$ cat src/rtl/watch_mode_ctrl.sv
// watch_mode_ctrl
//   Front-panel controller for the watch. It turns the three debounced
//   button levels into the display mode (CLOCK, SET_HOUR, SET_MIN,
//   STOPWATCH) and generates the one-cycle increment/clear pulses, the
//   stopwatch run level and the blink enable for the field being edited.
//
// Ports
//   i_clk       system clock, rising edge
//   i_rst       synchronous active-high reset
//   i_tick_1k   one-cycle strobe at 1 kHz
//   i_key_mode  debounced MODE level (1 = pressed)
//   i_key_set   debounced SET level
//   i_key_up    debounced UP level
//   o_mode      0 = CLOCK, 1 = SET_HOUR, 2 = SET_MIN, 3 = STOPWATCH
//   o_inc_hour  one-cycle pulse: hour +1
//   o_inc_min   one-cycle pulse: minute +1
//   o_sec_clr   one-cycle pulse: clear seconds
//   o_sw_run    stopwatch run level
//   o_sw_clr    one-cycle pulse: clear stopwatch
//   o_blink     display enable for the edited field
module watch_mode_ctrl #(
  parameter int LONG_MS   = 1000,
  parameter int REPEAT_MS = 200,
  parameter int BLINK_MS  = 500
) (
  input  logic       i_clk,
  input  logic       i_rst,
  input  logic       i_tick_1k,
  input  logic       i_key_mode,
  input  logic       i_key_set,
  input  logic       i_key_up,
  output logic [1:0] o_mode,
  output logic       o_inc_hour,
  output logic       o_inc_min,
  output logic       o_sec_clr,
  output logic       o_sw_run,
  output logic       o_sw_clr,
  output logic       o_blink
);

  localparam int HOLD_MAX = (LONG_MS > REPEAT_MS) ? LONG_MS : REPEAT_MS;
  localparam int HW       = $clog2(HOLD_MAX + 1);
  localparam int BW       = $clog2(BLINK_MS + 1);

  localparam logic [HW-1:0] LONG_THR   = HW'(LONG_MS);
  localparam logic [HW-1:0] REPEAT_THR = HW'(REPEAT_MS);
  localparam logic [BW-1:0] BLINK_THR  = BW'(BLINK_MS);

  typedef enum logic [1:0] {
    MODE_CLOCK     = 2'd0,
    MODE_SET_HOUR  = 2'd1,
    MODE_SET_MIN   = 2'd2,
    MODE_STOPWATCH = 2'd3
  } mode_t;

  mode_t          r_mode;
  logic           r_ready;
  logic           r_keyModeQ;
  logic           r_keySetQ;
  logic           r_keyUpQ;
  logic           r_incHour;
  logic           r_incMin;
  logic           r_secClr;
  logic           r_swClr;
  logic           r_swRun;
  logic           r_blink;
  logic           r_repeat;
  logic [HW-1:0]  r_holdCnt;
  logic [BW-1:0]  r_blinkCnt;

  logic           w_modePress;
  logic           w_setPress;
  logic           w_upPress;
  logic           w_inSet;
  logic           w_editing;
  logic [HW-1:0]  w_holdInc;
  logic [HW-1:0]  w_holdThr;
  logic           w_holdHit;
  logic           w_incFire;
  logic [BW-1:0]  w_blinkInc;

  // Rising-edge press detect with fixed priority MODE > SET > UP; the
  // ready flag masks a key that was already held when reset released.
  assign w_modePress = r_ready & i_key_mode & ~r_keyModeQ;
  assign w_setPress  = r_ready & i_key_set  & ~r_keySetQ & ~w_modePress;
  assign w_upPress   = r_ready & i_key_up   & ~r_keyUpQ  & ~w_modePress & ~w_setPress;

  // w_editing: sitting in a set state and not leaving it this cycle.
  assign w_inSet    = (r_mode == MODE_SET_HOUR) || (r_mode == MODE_SET_MIN);
  assign w_editing  = w_inSet & ~w_modePress & ~w_setPress;

  // The first auto-repeat waits LONG_MS ticks, later ones REPEAT_MS.
  assign w_holdInc  = r_holdCnt + HW'(1);
  assign w_holdThr  = r_repeat ? REPEAT_THR : LONG_THR;
  assign w_holdHit  = w_editing & i_key_up & i_tick_1k & (w_holdInc == w_holdThr);
  assign w_incFire  = w_editing & (w_upPress | w_holdHit);
  assign w_blinkInc = r_blinkCnt + BW'(1);

  always_ff @(posedge i_clk) begin
    if (i_rst) begin
      r_mode     <= MODE_CLOCK;
      r_ready    <= 1'b0;
      r_keyModeQ <= 1'b0;
      r_keySetQ  <= 1'b0;
      r_keyUpQ   <= 1'b0;
      r_incHour  <= 1'b0;
      r_incMin   <= 1'b0;
      r_secClr   <= 1'b0;
      r_swClr    <= 1'b0;
      r_swRun    <= 1'b0;
      r_blink    <= 1'b1;
      r_repeat   <= 1'b0;
      r_holdCnt  <= '0;
      r_blinkCnt <= '0;
    end else begin
      r_ready    <= 1'b1;
      r_keyModeQ <= i_key_mode;
      r_keySetQ  <= i_key_set;
      r_keyUpQ   <= i_key_up;
      r_incHour  <= 1'b0;
      r_incMin   <= 1'b0;
      r_secClr   <= 1'b0;
      r_swClr    <= 1'b0;

      case (r_mode)
        MODE_CLOCK: begin
          if (w_modePress)     r_mode <= MODE_STOPWATCH;
          else if (w_setPress) r_mode <= MODE_SET_HOUR;
        end
        MODE_SET_HOUR: begin
          if (w_modePress)     r_mode <= MODE_CLOCK;
          else if (w_setPress) r_mode <= MODE_SET_MIN;
          else if (w_incFire)  r_incHour <= 1'b1;
        end
        MODE_SET_MIN: begin
          if (w_modePress) begin
            r_mode <= MODE_CLOCK;
          end else if (w_setPress) begin
            r_mode   <= MODE_CLOCK;
            r_secClr <= 1'b1;
          end else if (w_incFire) begin
            r_incMin <= 1'b1;
          end
        end
        MODE_STOPWATCH: begin
          // sw_run is left alone on exit so the stopwatch keeps running.
          if (w_modePress)                   r_mode  <= MODE_CLOCK;
          else if (w_setPress && !r_swRun)   r_swClr <= 1'b1;
          else if (w_upPress)                r_swRun <= ~r_swRun;
        end
      endcase

      // Hold counter only runs while UP is held inside a set state; any
      // release or mode change drops it back to the long first delay.
      if (w_editing && i_key_up) begin
        if (i_tick_1k) begin
          if (w_holdHit) begin
            r_holdCnt <= '0;
            r_repeat  <= 1'b1;
          end else begin
            r_holdCnt <= w_holdInc;
          end
        end
      end else begin
        r_holdCnt <= '0;
        r_repeat  <= 1'b0;
      end

      // Blink restarts solid on set-state entry and on every increment so
      // the edited field is visible right after it changes.
      if (w_editing) begin
        if (w_incFire) begin
          r_blink    <= 1'b1;
          r_blinkCnt <= '0;
        end else if (i_tick_1k) begin
          if (w_blinkInc == BLINK_THR) begin
            r_blink    <= ~r_blink;
            r_blinkCnt <= '0;
          end else begin
            r_blinkCnt <= w_blinkInc;
          end
        end
      end else begin
        r_blink    <= 1'b1;
        r_blinkCnt <= '0;
      end
    end
  end

  assign o_mode     = r_mode;
  assign o_inc_hour = r_incHour;
  assign o_inc_min  = r_incMin;
  assign o_sec_clr  = r_secClr;
  assign o_sw_run   = r_swRun;
  assign o_sw_clr   = r_swClr;
  assign o_blink    = r_blink;

endmodule
$ cat config.mk
export PLATFORM = sky130hd
export DESIGN_NAME = watch_mode_ctrl
export DESIGN_NICKNAME = d
export VERILOG_FILES = /design/src/rtl/watch_mode_ctrl.sv
export SDC_FILE = /design/constraint.sdc
export NUM_CORES = 1
export LEC_CHECK = 0
export ABC_CLOCK_PERIOD_IN_PS = 3500
export CORE_MARGIN = 2
export CORE_UTILIZATION = 30
export CTS_CLUSTER_SIZE = 14
export DETAILED_ROUTE_END_ITERATION = 16
export HOLD_SLACK_MARGIN = 0.03
export PLACE_DENSITY = 0.45
export SLEW_MARGIN = 0
export SYNTH_ARGS = -nofsm -noshare
export SYNTH_HDL_FRONTEND = slang
export SYNTH_SLANG_ARGS = --single-unit
$ cat constraint.sdc
create_clock -name i_clk -period 3.5 [get_ports i_clk]
set_clock_uncertainty 0.2 [all_clocks]
set_input_delay 0.525 -clock i_clk [delete_from_list [all_inputs] [get_ports i_clk]]
set_output_delay 0.525 -clock i_clk [all_outputs]
set_load 0.005 [all_outputs]
# Yosys cells after proc, flatten, opt, wreduce, memory -nomap -nowiden
# Index checks and enable logic that the tools add are counted.
# totals
input_bits	6
wordCells	86
reg_bits	32
# classes
addsub	2
n_reduce_logical	15
n_mux	17
eq_ne	9
bitwise	29
# op_table
operator	n
$mux 10	2
$and 1x1->1	15
$mux 2	7
$not 1->1	13
$add 10x1->10 const B	1
$eq 10x10->1	1
$add 9x1->9 const B	1
$eq 9x9->1 const B	1
$mux 9	1
$ne 3x3->1 const B	3
$reduce_or 3->1	3
$pmux 2 s4	1
$reduce_and 4->1	2
$mux 1	6
$reduce_or 2->1	3
$eq 2x2->1 const B	2
$reduce_and 2->1	2
$eq 2x1->1 const B	1
$logic_and 1x1->1	2
$logic_not 2->1	1
$ne 2x2->1 const B	1
$logic_not 1->1	1
$logic_or 1x1->1	1
$or 1x1->1	1

# Depth between registers and ports, before layout
# depth
word_depth	14
ltp_mapped	8

# Worst setup path before layout
# Ideal clock, no wire load.
# synth_timing
path_type	register -> register
startpoint	register r_holdCnt[0]
endpoint	register r_incHour, in the netlist o_inc_hour
setup_slack_ns	1.202
synth_period_minus_slack_ns	2.298
required_time_ns	3.241
t_arrival_ns	2.038
path_stages_with_launch	9
path_buffers	1
setup_ns	0.059
path_cell_list	dfxtp_1 -> ha_1 -> nand3_2 -> or4_4 -> a221oi_2 -> a2bb2oi_2 -> o22ai_2 -> buf_6 -> and3_1
# synth_between
elab_chain_len	8
# synth_rtl
element	line_no	text
start: declaration	68	logic [HW-1:0] r_holdCnt;
start signal: assignment	161	r_holdCnt <= w_holdInc;
$add 10x1->10	93	assign w_holdInc = r_holdCnt + HW'(1);
$eq 10x10->1	95	assign w_holdHit = w_editing & i_key_up & i_tick_1k & (w_holdInc == w_holdThr);
$and 1x1->1	95	
$or 1x1->1	96	assign w_incFire = w_editing & (w_upPress | w_holdHit);
$and 1x1->1	96	
$mux 1	133	else if (w_incFire) r_incHour <= 1'b1;
$mux 1	132	else if (w_setPress) r_mode <= MODE_SET_MIN;
$mux 1	131	if (w_modePress) r_mode <= MODE_CLOCK;
end signal: assignment	106	r_incHour <= 1'b0;
end signal: assignment	120	r_incHour <= 1'b0;
end signal: assignment	133	
end: declaration	61	logic r_incHour;
# No other way between the ends.
# A chain may end at the register's enable or synchronous reset.

# Final worst setup path
# Same ends and word-level chain as after synthesis.

==> run summary <==
CLOCKING
-------------------------------------------------------------------------------------------
CTS HTree Levels                                                                          2
Quantity of hold-fixing buffers added after cts                                           0
TritonCTS clock tree                                                                   done
Clock sink count                                                                         32
Post-CTS setup-driven buffer insertion count                                              0
Worst-path clk slew                                                                 0.07 ns
Clk root buf                                                                   sky130_fd_sc_hd__clkbuf_8
Inserted Clock Buffers                                                                    5
Clk Latency, worst-skew pair                                                        0.28 ns
Post-CTS sizing                                                                           0
Buffer levels on the longest clock path                                                   2

SYNTHESIS
-------------------------------------------------------------------------------------------
Area share of the largest cell type after synthesis                                   35.6%
Synthesized cell area                                                              1800 um2
Cell accounting for the most synthesized area                                  sky130_fd_sc_hd__dfxtp_1
Number of enable flip-flop cells after synthesis                                          0
Synth cell types                                                                         47
Share of synthesized area occupied by flip-flops and latches                          35.6%
Cells after synthesis                                                                   213
Flip-flop and latch count after synthesis                                                32
List of most frequent post-synthesis cells                                     sky130_fd_sc_hd__dfxtp_1, sky130_fd_sc_hd__nand2_1, sky130_fd_sc_hd__nand3_1
Synthesis warning total                                                                   0
Mean instance size in the synthesized netlist                                      8.45 um2
Most frequently used cell type in the post-synthesis netlist                   sky130_fd_sc_hd__dfxtp_1
Net count of the mapped netlist                                                         228
Post-synthesis async set-or-reset flop share                                             0%
Area contributors post-synth                                                   sky130_fd_sc_hd__dfxtp_1, sky130_fd_sc_hd__ha_1, sky130_fd_sc_hd__nand2_1
Synth Flop Type                                                                sky130_fd_sc_hd__dfxtp_1

POWER
-------------------------------------------------------------------------------------------
Switching portion of total power                                                      29.3%
Fraction of power consumed by sequential logic                                        41.7%
Relative contribution of the clock network to total power                             36.2%
Pint                                                                               0.684 mW
Largest vdd supply drop                                                          0.000304 V
Switching power                                                                    0.284 mW
Leakage power                                                                      0.774 nW
Combinational fraction of design power                                                22.2%
Pwr dens                                                                         457 nW/um2

ROUTING
-------------------------------------------------------------------------------------------
Vias per cell                                                                          5.05
Number of design-rule violations left by the first detailed-router iteration             80
Total vias in the final route                                                          1540
DRC violation count after routing                                                         0
Pre-antenna DRT Iters                                                                     4
Detail Route Antenna Nets                                                                 0
Total wirelength of the detailed-routed design                                      4100 um
Average routed wire per standard cell                                               13.4 um

SETUP PATH
-------------------------------------------------------------------------------------------
CP Class                                                                         reg -> reg
Largest fanout on the critical path                                                      12
Arrival time at the worst endpoint                                                  2.77 ns
Critical Path, Cell by Cell                                                    ha_1, nand3_2, or4_4, a221oi_2, a2bb2oi_2, o22ai_2, and3_1
Worst setup EP type                                                               flip-flop
Standard cell with the maximum stage delay on the critical path                sky130_fd_sc_hd__o22ai_2
Critical path buffers and inverters                                                       0
Stage delay of the slowest cell on the critical path                                0.52 ns
Cell family with the largest share of critical-path delay                      compound AO/OA/AOI/OAI gates
CP Data Required Time                                                               3.53 ns
Critical path launch point type                                                   flip-flop

CELLS AND AREA
-------------------------------------------------------------------------------------------
Layout overhead on the synthesized area                                               17.7%
ANT cells                                                                                 0
Layout Nets                                                                             244
Fraction of final layout cells with drive strength greater than 1                     9.13%
Final standard cell count with taps included and fillers excluded                       305

WORST HOLD PATH
-------------------------------------------------------------------------------------------
Class of the tightest hold or removal check                                      reg -> reg

PLACE
-------------------------------------------------------------------------------------------
Number of port buffers                                                                   13
Gpl congestion                                                                        0.785
Cell total after placement                                                              297
Half-perimeter wire length after detailed placement                                 2810 um

FLOORPLAN
-------------------------------------------------------------------------------------------
Die area                                                                           6640 um2
Die Span Y                                                                          81.5 um
Starting density of the core                                                          30.8%
Placement Rows                                                                           28
Placeable core region                                                              5850 um2
Top-level port count                                                                     14
Die boundary width                                                                  81.5 um

GLOBAL ROUTE
-------------------------------------------------------------------------------------------
Total congestion overflow                                                                 0
Met3 track demand over resource                                                       3.52%
Met2 track utilization from global routing                                            20.1%
Met1 Resource Use GR                                                                  18.8%
Via count of the first global-routing pass                                             1458
Total Routing Usage GR                                                                13.8%
Largest net degree at the start of global routing                                        25
Most congested layer reported by global routing                                        met2
First-pass GRT wire length                                                          6930 um
Initial antenna violation count                                                           0

STA
-------------------------------------------------------------------------------------------
Pins Over Slew Limit                                                                      0
Worst-Margin Slew                                                                  0.587 ns
Post-Route Setup TNS                                                                   0 ns
Hold Fails Final Rpt                                                                      0
Share of the cycle needed by the critical path after routing                          78.2%
Post-layout minimum cycle time                                                      2.74 ns
Setup repair after global routing missed its margin                                      no
Relative slew slack                                                                   60.9%
Number of setup violations in the final report                                            0
F_max                                                                             0.365 GHz

FLOW RUN
-------------------------------------------------------------------------------------------
Max-cap violations                                                                        0

OUTCOME
-------------------------------------------------------------------------------------------
Status                                                                            completed

## logic make-up (layout without fill, tap and decap cells)
group | count (synthesis) | count (layout) | synth area share, %
flops | 32 | 32 | 35.6
compound gates | 45 | 45 | 18.8
fa+ha+maj | 9 | 9 | 6.25
xor+xnor | 12 | 12 | 5.84
buf+inv | 15 | 32 | 3.61
simple gates | 100 | 100 | 29.9
## stage by stage
step | worst slack, ns | cell area (um2) | util [%] | hold WS [ns] | power, mW
floorplan | 1.20 | 1800 | - | 0.288 | 0.541
global placement | 0.686 | 2010 | 34.4 | 0.314 | 0.635
detailed placement | 0.670 | 2010 | 34.4 | 0.312 | 0.625
CTS | 0.740 | 2120 | 36.2 | 0.325 | 0.983
global route | 0.597 | 2120 | 36.2 | 0.369 | 1.03
finish | 0.762 | 2120 | 36.2 | 0.323 | 0.968
## final timing paths
check,from,to,slack [ns],cells past startpoint
setup / recovery,r_holdCnt[0],o_inc_hour,0.76,7
hold / removal,o_mode[0],o_mode[0],0.32,2
setup reg to reg,r_holdCnt[0],o_inc_hour,0.76,7
hold reg to reg,o_mode[0],o_mode[0],0.32,2
## placed cells by master, fill, tap and decap left out, drive strengths merged, types with 6 or more instances in the layout
master         instances
dfxtp                 32
nand2                 24
nand3                 16
nor2                  13
clkdlybuf4s50         13
nor2b                 10
o21ai                 10
ha                     9
inv                    8
nor3                   8
and3                   7
a31oi                  7
xor2                   7
a211oi                 7
nand4                  6
clkbuf                 6
## registers in the layout, indices dropped and copies added (netlist names)
| signal | flops |
|---|---|
| r_keyUpQ | 1 |
| o_sw_clr | 1 |
| o_inc_hour | 1 |
| o_blink | 1 |
| r_ready | 1 |
| r_holdCnt | 10 |
| o_mode | 2 |
| o_sec_clr | 1 |
| r_blinkCnt | 9 |
| o_inc_min | 1 |
| o_sw_run | 1 |
| r_keyModeQ | 1 |
| r_repeat | 1 |
| r_keySetQ | 1 |
## power by group through the flow
| stage | Sequential [mW] | Clock (mW) | Combinational, mW |
|---|---|---|---|
| 5_1_grt | 0.407 | 0.381 | 0.243 |
| 6_report | 0.404 | 0.350 | 0.214 |
| 3_5_place_dp | 0.412 | 0 | 0.212 |
| 2_1_floorplan | 0.409 | 0 | 0.132 |
| 4_1_cts | 0.404 | 0.366 | 0.213 |
| 3_3_place_gp | 0.411 | 0 | 0.224 |
## worst reg2reg max path: stages (launching register included)
cell	delay, ns
sky130_fd_sc_hd__dfxtp_1	0.43
sky130_fd_sc_hd__ha_1	0.26
sky130_fd_sc_hd__nand3_2	0.18
sky130_fd_sc_hd__or4_4	0.48
sky130_fd_sc_hd__a221oi_2	0.27
sky130_fd_sc_hd__a2bb2oi_2	0.11
sky130_fd_sc_hd__o22ai_2	0.52
sky130_fd_sc_hd__and3_1	0.24
## final cells by class
cell class,count,area [um2]
Tap cell,75,93.8
Timing Repair Buffer,16,153
Clock inverter,2,35.0
Fill cell,610,3730
Clock buffer,6,72.6
Multi-Input combinational cell,166,1090
Sequential cell,32,641
Inverter,8,30.0
## per-layer routing
| layer | share of wire (%) | wire length (um) |
|---|---|---|
| met5 | 0 | 0 |
| met1 | 51 | 2110 |
| met4 | 1.8 | 74 |
| met3 | 3.5 | 142 |
| met2 | 43 | 1770 |
No activity file was read; power rests on OpenSTA's default activity.
